--- config.mk ---
export PLATFORM = sky130hd
export DESIGN_NAME = frame_sequencer
export DESIGN_NICKNAME = d
export VERILOG_FILES = /design/src/rtl/frame_sequencer.sv
export SDC_FILE = /design/constraint.sdc
export NUM_CORES = 1
export LEC_CHECK = 0
export ABC_AREA = 1
export CELL_PAD_IN_SITES_DETAIL_PLACEMENT = 1
export CELL_PAD_IN_SITES_GLOBAL_PLACEMENT = 1
export CORE_AREA = 2 2 85 87
export CTS_CLUSTER_SIZE = 24
export DETAILED_ROUTE_END_ITERATION = 8
export DIE_AREA = 0 0 87 89
export GPL_ROUTABILITY_DRIVEN = 1
export GPL_TIMING_DRIVEN = 0
export PLACE_DENSITY_LB_ADDON = 0.1
export SYNTH_ARGS = -nofsm -noshare
export SYNTH_HDL_FRONTEND = slang
export SYNTH_SLANG_ARGS = --single-unit
--- constraint.sdc ---
create_clock -name clk -period 1.9 [get_ports clk]
set_input_delay 0.19 -clock clk [delete_from_list [all_inputs] [get_ports clk]]
set_output_delay 0.19 -clock clk [all_outputs]
set_load 0.005 [all_outputs]
--- src/rtl/frame_sequencer.sv ---
// Frame sequencer: steps one image frame through VSYNC, per-row HSYNC gaps and
// pixel-pair addressing with sink backpressure, latching the frame threshold.
module frame_sequencer #(
  parameter int IMAGE_WIDTH  = 768,
  parameter int IMAGE_HEIGHT = 512,
  parameter int START_DELAY  = 100,
  parameter int HSYNC_DELAY  = 160
) (
  input  logic        clk,
  input  logic        reset,
  input  logic        start,
  input  logic        abort,
  input  logic        sink_ready,
  input  logic [7:0]  threshold_in,
  output logic        vertical_Pulse,
  output logic        horizontal_Pulse,
  output logic [9:0]  row,
  output logic [10:0] column,
  output logic [7:0]  threshold,
  output logic        busy,
  output logic        done_Flag
);

  localparam int MAX_DLY = (START_DELAY > HSYNC_DELAY) ? START_DELAY : HSYNC_DELAY;
  localparam int CNT_W   = $clog2(MAX_DLY + 1);

  localparam logic [CNT_W-1:0] VS_LAST  = CNT_W'(START_DELAY - 1);
  localparam logic [CNT_W-1:0] HS_LAST  = CNT_W'(HSYNC_DELAY - 1);
  localparam logic [10:0]      COL_LAST = 11'(IMAGE_WIDTH - 2);
  localparam logic [9:0]       ROW_LAST = 10'(IMAGE_HEIGHT - 1);

  typedef enum logic [1:0] {
    S_IDLE,
    S_VSYNC,
    S_HSYNC,
    S_DATA
  } state_t;

  state_t           r_state;
  state_t           w_next;
  logic [CNT_W-1:0] r_cnt;
  logic [9:0]       r_row;
  logic [10:0]      r_col;
  logic [7:0]       r_thr;
  logic             r_done;

  logic w_abort;
  logic w_xfer;
  logic w_row_end;
  logic w_frame_end;
  logic w_launch;

  always_ff @(posedge clk or negedge reset) begin
    if (!reset) begin
      r_state <= S_IDLE;
    end else begin
      r_state <= w_next;
    end
  end

  // abort beats both a same-cycle transfer and a same-cycle start
  always_comb begin
    w_next      = r_state;
    w_abort     = abort && (r_state != S_IDLE);
    w_xfer      = (r_state == S_DATA) && sink_ready && !abort;
    w_row_end   = w_xfer && (r_col == COL_LAST);
    w_frame_end = w_row_end && (r_row == ROW_LAST);
    w_launch    = (r_state == S_IDLE) && start && !abort;

    case (r_state)
      S_IDLE: begin
        if (w_launch) w_next = S_VSYNC;
      end
      S_VSYNC: begin
        if (w_abort) w_next = S_IDLE;
        else if (r_cnt == VS_LAST) w_next = S_HSYNC;
      end
      S_HSYNC: begin
        if (w_abort) w_next = S_IDLE;
        else if (r_cnt == HS_LAST) w_next = S_DATA;
      end
      S_DATA: begin
        if (w_abort) w_next = S_IDLE;
        else if (w_frame_end) w_next = S_IDLE;
        else if (w_row_end) w_next = S_HSYNC;
      end
      default: w_next = S_IDLE;
    endcase
  end

  always_ff @(posedge clk or negedge reset) begin
    if (!reset) begin
      r_cnt  <= '0;
      r_row  <= '0;
      r_col  <= '0;
      r_thr  <= '0;
      r_done <= 1'b0;
    end else begin
      r_done <= w_frame_end;

      // the delay counter restarts on every state change
      if (w_next != r_state) begin
        r_cnt <= '0;
      end else if ((r_state == S_VSYNC) || (r_state == S_HSYNC)) begin
        r_cnt <= r_cnt + 1'b1;
      end

      if (w_launch) begin
        r_thr <= threshold_in;
        r_row <= '0;
        r_col <= '0;
      end else if (w_abort) begin
        r_row <= '0;
        r_col <= '0;
      end else if (w_xfer) begin
        if (r_col == COL_LAST) begin
          r_col <= '0;
          r_row <= (r_row == ROW_LAST) ? 10'd0 : r_row + 10'd1;
        end else begin
          r_col <= r_col + 11'd2;
        end
      end
    end
  end

  assign vertical_Pulse   = (r_state == S_VSYNC);
  assign horizontal_Pulse = (r_state == S_DATA);
  assign busy             = (r_state != S_IDLE);
  assign row              = r_row;
  assign column           = r_col;
  assign threshold        = r_thr;
  assign done_Flag        = r_done;

endmodule
==> results.py <==
metrics = {
    "run_status": {
        "run_status": "complete, no violations",
    },
    "die": {
        "die_w_um": 87,
        "core_region_area_mm2": 0.00672,
        "start_util": 0.326,
        "row_count": 30,
        "ios": 46,
        "fp.dieArea_mm2": 0.00774,
        "die_y_um": 89,
    },
    "logic_synthesis": {
        "synth_edf_count": 0,
        "synthDistinctLibCells": 35,
        "asyncSetResetFlopFracSynth": 1.00,
        "syn-num-nets": 295,
        "seq_area_frac_synth": 0.446,
        "yosys_warnings": 0,
        "yosys.area.top_type_share": 0.446,
        "synthTopCellsByArea": "sky130_fd_sc_hd__dfrtp_1 (45%), sky130_fd_sc_hd__nand2_1 (13%), sky130_fd_sc_hd__inv_1 (5.7%)",
        "ys_seq_elements": 39,
        "synth_top_area_cell": "sky130_fd_sc_hd__dfrtp_1",
        "synth_area_mm2": 0.00219,
        "ys.flop_type": "sky130_fd_sc_hd__dfrtp_1",
        "synth_common_cells": "sky130_fd_sc_hd__nand2_1 (74), sky130_fd_sc_hd__dfrtp_1 (39), sky130_fd_sc_hd__inv_1 (33), sky130_fd_sc_hd__nor2_1 (32), sky130_fd_sc_hd__o21ai_0 (13)",
        "syn_area_per_cell_um2": 7.98,
        "synth_cells": 274,
        "yosysMostFrequentCell": "sky130_fd_sc_hd__nand2_1",
    },
    "critical_path": {
        "required_ps": 2120,
        "r2r_setup_slack_ps": 40,
        "timing_worst_setup_path_type": "reg -> reg",
        "worstReg2RegEnd": "r_cnt[1]",
        "crit-reg2reg-launch": "r_state[0]",
        "cp_data_arrival_time_ps": 2080,
        "path_depth_of_the_worst_reg2reg_path": 11,
        "worstSetupStartpointType": "flop",
        "worstPathMaxFanout": 8,
        "critical_path_sink_type": "flop",
    },
    "sta": {
        "fmax_mhz": 539,
        "finalSetupViolCount": 0,
        "finalCriticalPeriod_ps": 1860,
        "fin_tns_setup_ps": 0,
        "finClkSkew_ps": 7.17,
        "report.final.slew_viol_count": 0,
        "report.final.hold_viol_count": 0,
        "grt_setup_unrepaired": "true",
        "share_of_the_cycle_needed_by_the_critical_path_after_routing": 0.977,
        "final_hold_slack_ps": 265,
    },
    "grt": {
        "grt_antenna_before_repair": 0,
        "grt_pass1_wl_mm": 8.94,
        "globalRouteTotalUtil": 0.146,
        "globalRoute.totalOverflow": 0,
        "first_global_vias": 1972,
        "grt_start_max_net_pins": 34,
    },
    "clock_network": {
        "cts_buffer_depth": 2,
        "root_buffer": "sky130_fd_sc_hd__clkbuf_8",
        "cts_inserted_buffers": 5,
        "clk-insertion-delay-late_ps": 290,
        "maximum_level_of_the_cts_h_tree": 2,
        "clkSinkCount": 39,
        "clk_pin_slew_ps": 80,
        "cts_tree": "built",
    },
    "finish": {
        "diodes": 0,
        "finalNetCount": 365,
        "final_layout_size_suffix_gt1_frac": 0.200,
        "layout-area-overhead-vs-synth_pct": 41.6,
        "fin_area_mm2": 0.00310,
        "finalCoreUtilization": 0.461,
    },
    "detailed_routing": {
        "via_count": 1966,
        "avgRoutedWirePerCell_um": 13.0,
        "ant_nets": 0,
        "wirelength_mm": 5.54,
        "drt_first_pass_iters": 4,
        "via_per_inst": 4.63,
        "first_iter_violations": 45,
        "drcViolationCount": 0,
    },
    "placed_design": {
        "buffer_ports.inserted": 44,
        "post_dp_cell_area_mm2": 0.00274,
        "dp_hpwl_mm": 3.96,
        "finalWeightedCongestion": 0.728,
    },
    "power": {
        "cellLeakagePower_nw": 1.42,
        "pwr_density_cell_mw_per_mm2": 857,
        "ir_worst_vdd_mv": 0.592,
        "p_total_mw": 2.65,
    },
    "hold_path": {
        "holdCritPathClass": "in -> async",
    },
    "job": {
        "max_cap_viol_count": 0,
    },
}
-- flip-flops by register name, summed over array words and instances, names as in the netlist --
register and count:
r_cnt 8, column 10, r_state 2, done_Flag 1, threshold 8, row 10
-- worst max-delay path: stages, from the launching register on --
cell and delay [ps]:
sky130_fd_sc_hd__dfrtp_2 430, sky130_fd_sc_hd__inv_2 80, sky130_fd_sc_hd__buf_4 150, sky130_fd_sc_hd__ha_2 200, sky130_fd_sc_hd__nor2_2 130, sky130_fd_sc_hd__a21boi_2 190
sky130_fd_sc_hd__nand2_1 90, sky130_fd_sc_hd__nand2_1 90, sky130_fd_sc_hd__nand2_1 50, sky130_fd_sc_hd__nand2_1 100, sky130_fd_sc_hd__nand3_4 160, sky130_fd_sc_hd__nor2_1 130
-- worst max-delay path by stage --
stage / from / endpoint / cells after the start
floorplan: r_state[1] / row[8] / 10
global placement: reset / threshold[3] / 1
detailed placement: r_state[1] / r_cnt[6] / 10
CTS: r_state[0] / row[8] / 9
global route: r_state[0] / r_cnt[1] / 11
finish: r_state[0] / r_cnt[1] / 11
-- cell usage in the layout, fill, tap and decap left out, types with 7 or more instances in the layout --
| master | n |
|---|---|
| sky130_fd_sc_hd__clkdlybuf4s50_1 | 42 |
| sky130_fd_sc_hd__nor2_1 | 24 |
| sky130_fd_sc_hd__nand3_1 | 11 |
| sky130_fd_sc_hd__o21ai_0 | 13 |
| sky130_fd_sc_hd__xor2_1 | 7 |
| sky130_fd_sc_hd__nand2_1 | 72 |
| sky130_fd_sc_hd__dfrtp_1 | 37 |
| sky130_fd_sc_hd__inv_1 | 31 |
| sky130_fd_sc_hd__a21oi_1 | 10 |
| sky130_fd_sc_hd__nor2_2 | 8 |
| sky130_fd_sc_hd__buf_4 | 17 |
-- where the power goes --
| group | internal [mW] | total (mW) | switching [mW] | leakage [nW] |
|---|---|---|---|---|
| Clock | 0.258 | 0.550 | 0.292 | 0.0422 |
| Combinational | 0.533 | 1.06 | 0.530 | 0.847 |
| Sequential | 0.949 | 1.04 | 0.0920 | 0.527 |
-- cell families after synthesis --
kind of cell	count (synthesis)	share of synthesized area
multiplexers	1	0.00458
other	1	0.00171
buffers and inverters	40	0.0721
AND/OR/NAND/NOR	146	0.315
XOR/XNOR	10	0.0400
AO/OA/AOI/OAI	29	0.0744
flip-flops	39	0.446
adder cells (fa/ha/maj)	8	0.0458
-- metrics by stage --
stage	cells	setup slack, ps
2_1_floorplan	274	125
3_3_place_gp	398	-475
3_5_place_dp	399	-221
4_1_cts	416	4.02
5_1_grt	425	-90.3
6_report	425	44.4
-- routing by layer --
layer | wire (um) | global-route usage | part of all wire | up-vias
li1 | - | - | - | 999
met1 | 2610 | 0.184 | 0.47 | 928
met2 | 2700 | 0.259 | 0.49 | 35
met3 | 180 | 0.0268 | 0.033 | 4
met4 | 46 | 0.0341 | 0.0083 | 0
met5 | 0 | 0 | 0 | -
-- repair_timing --
| item | 4_1_cts | 5_1_grt |
|---|---|---|
| cloned | 0 | 0 |
| buffers inserted | 8 | 9 |
| setup endpoints to repair | 22 | 19 |
| hold buffers | 1 | 0 |
| endpoints found under the hold margin | 7 | 0 |
| resized for setup | 9 | 26 |
| pin swaps | 4 | 10 |
-- area by class of cell --
type	instances	area (um2)
well taps	80	100
repair buffers	63	608
clock buffers	7	76.3
clock inverters	1	5.00
flip-flops and latches	39	978
inverters	38	148
plain buffers	2	18.8
multi-input cells	195	1160
fillers	802	3620
Note: power is estimated with default switching activity, not from simulation.
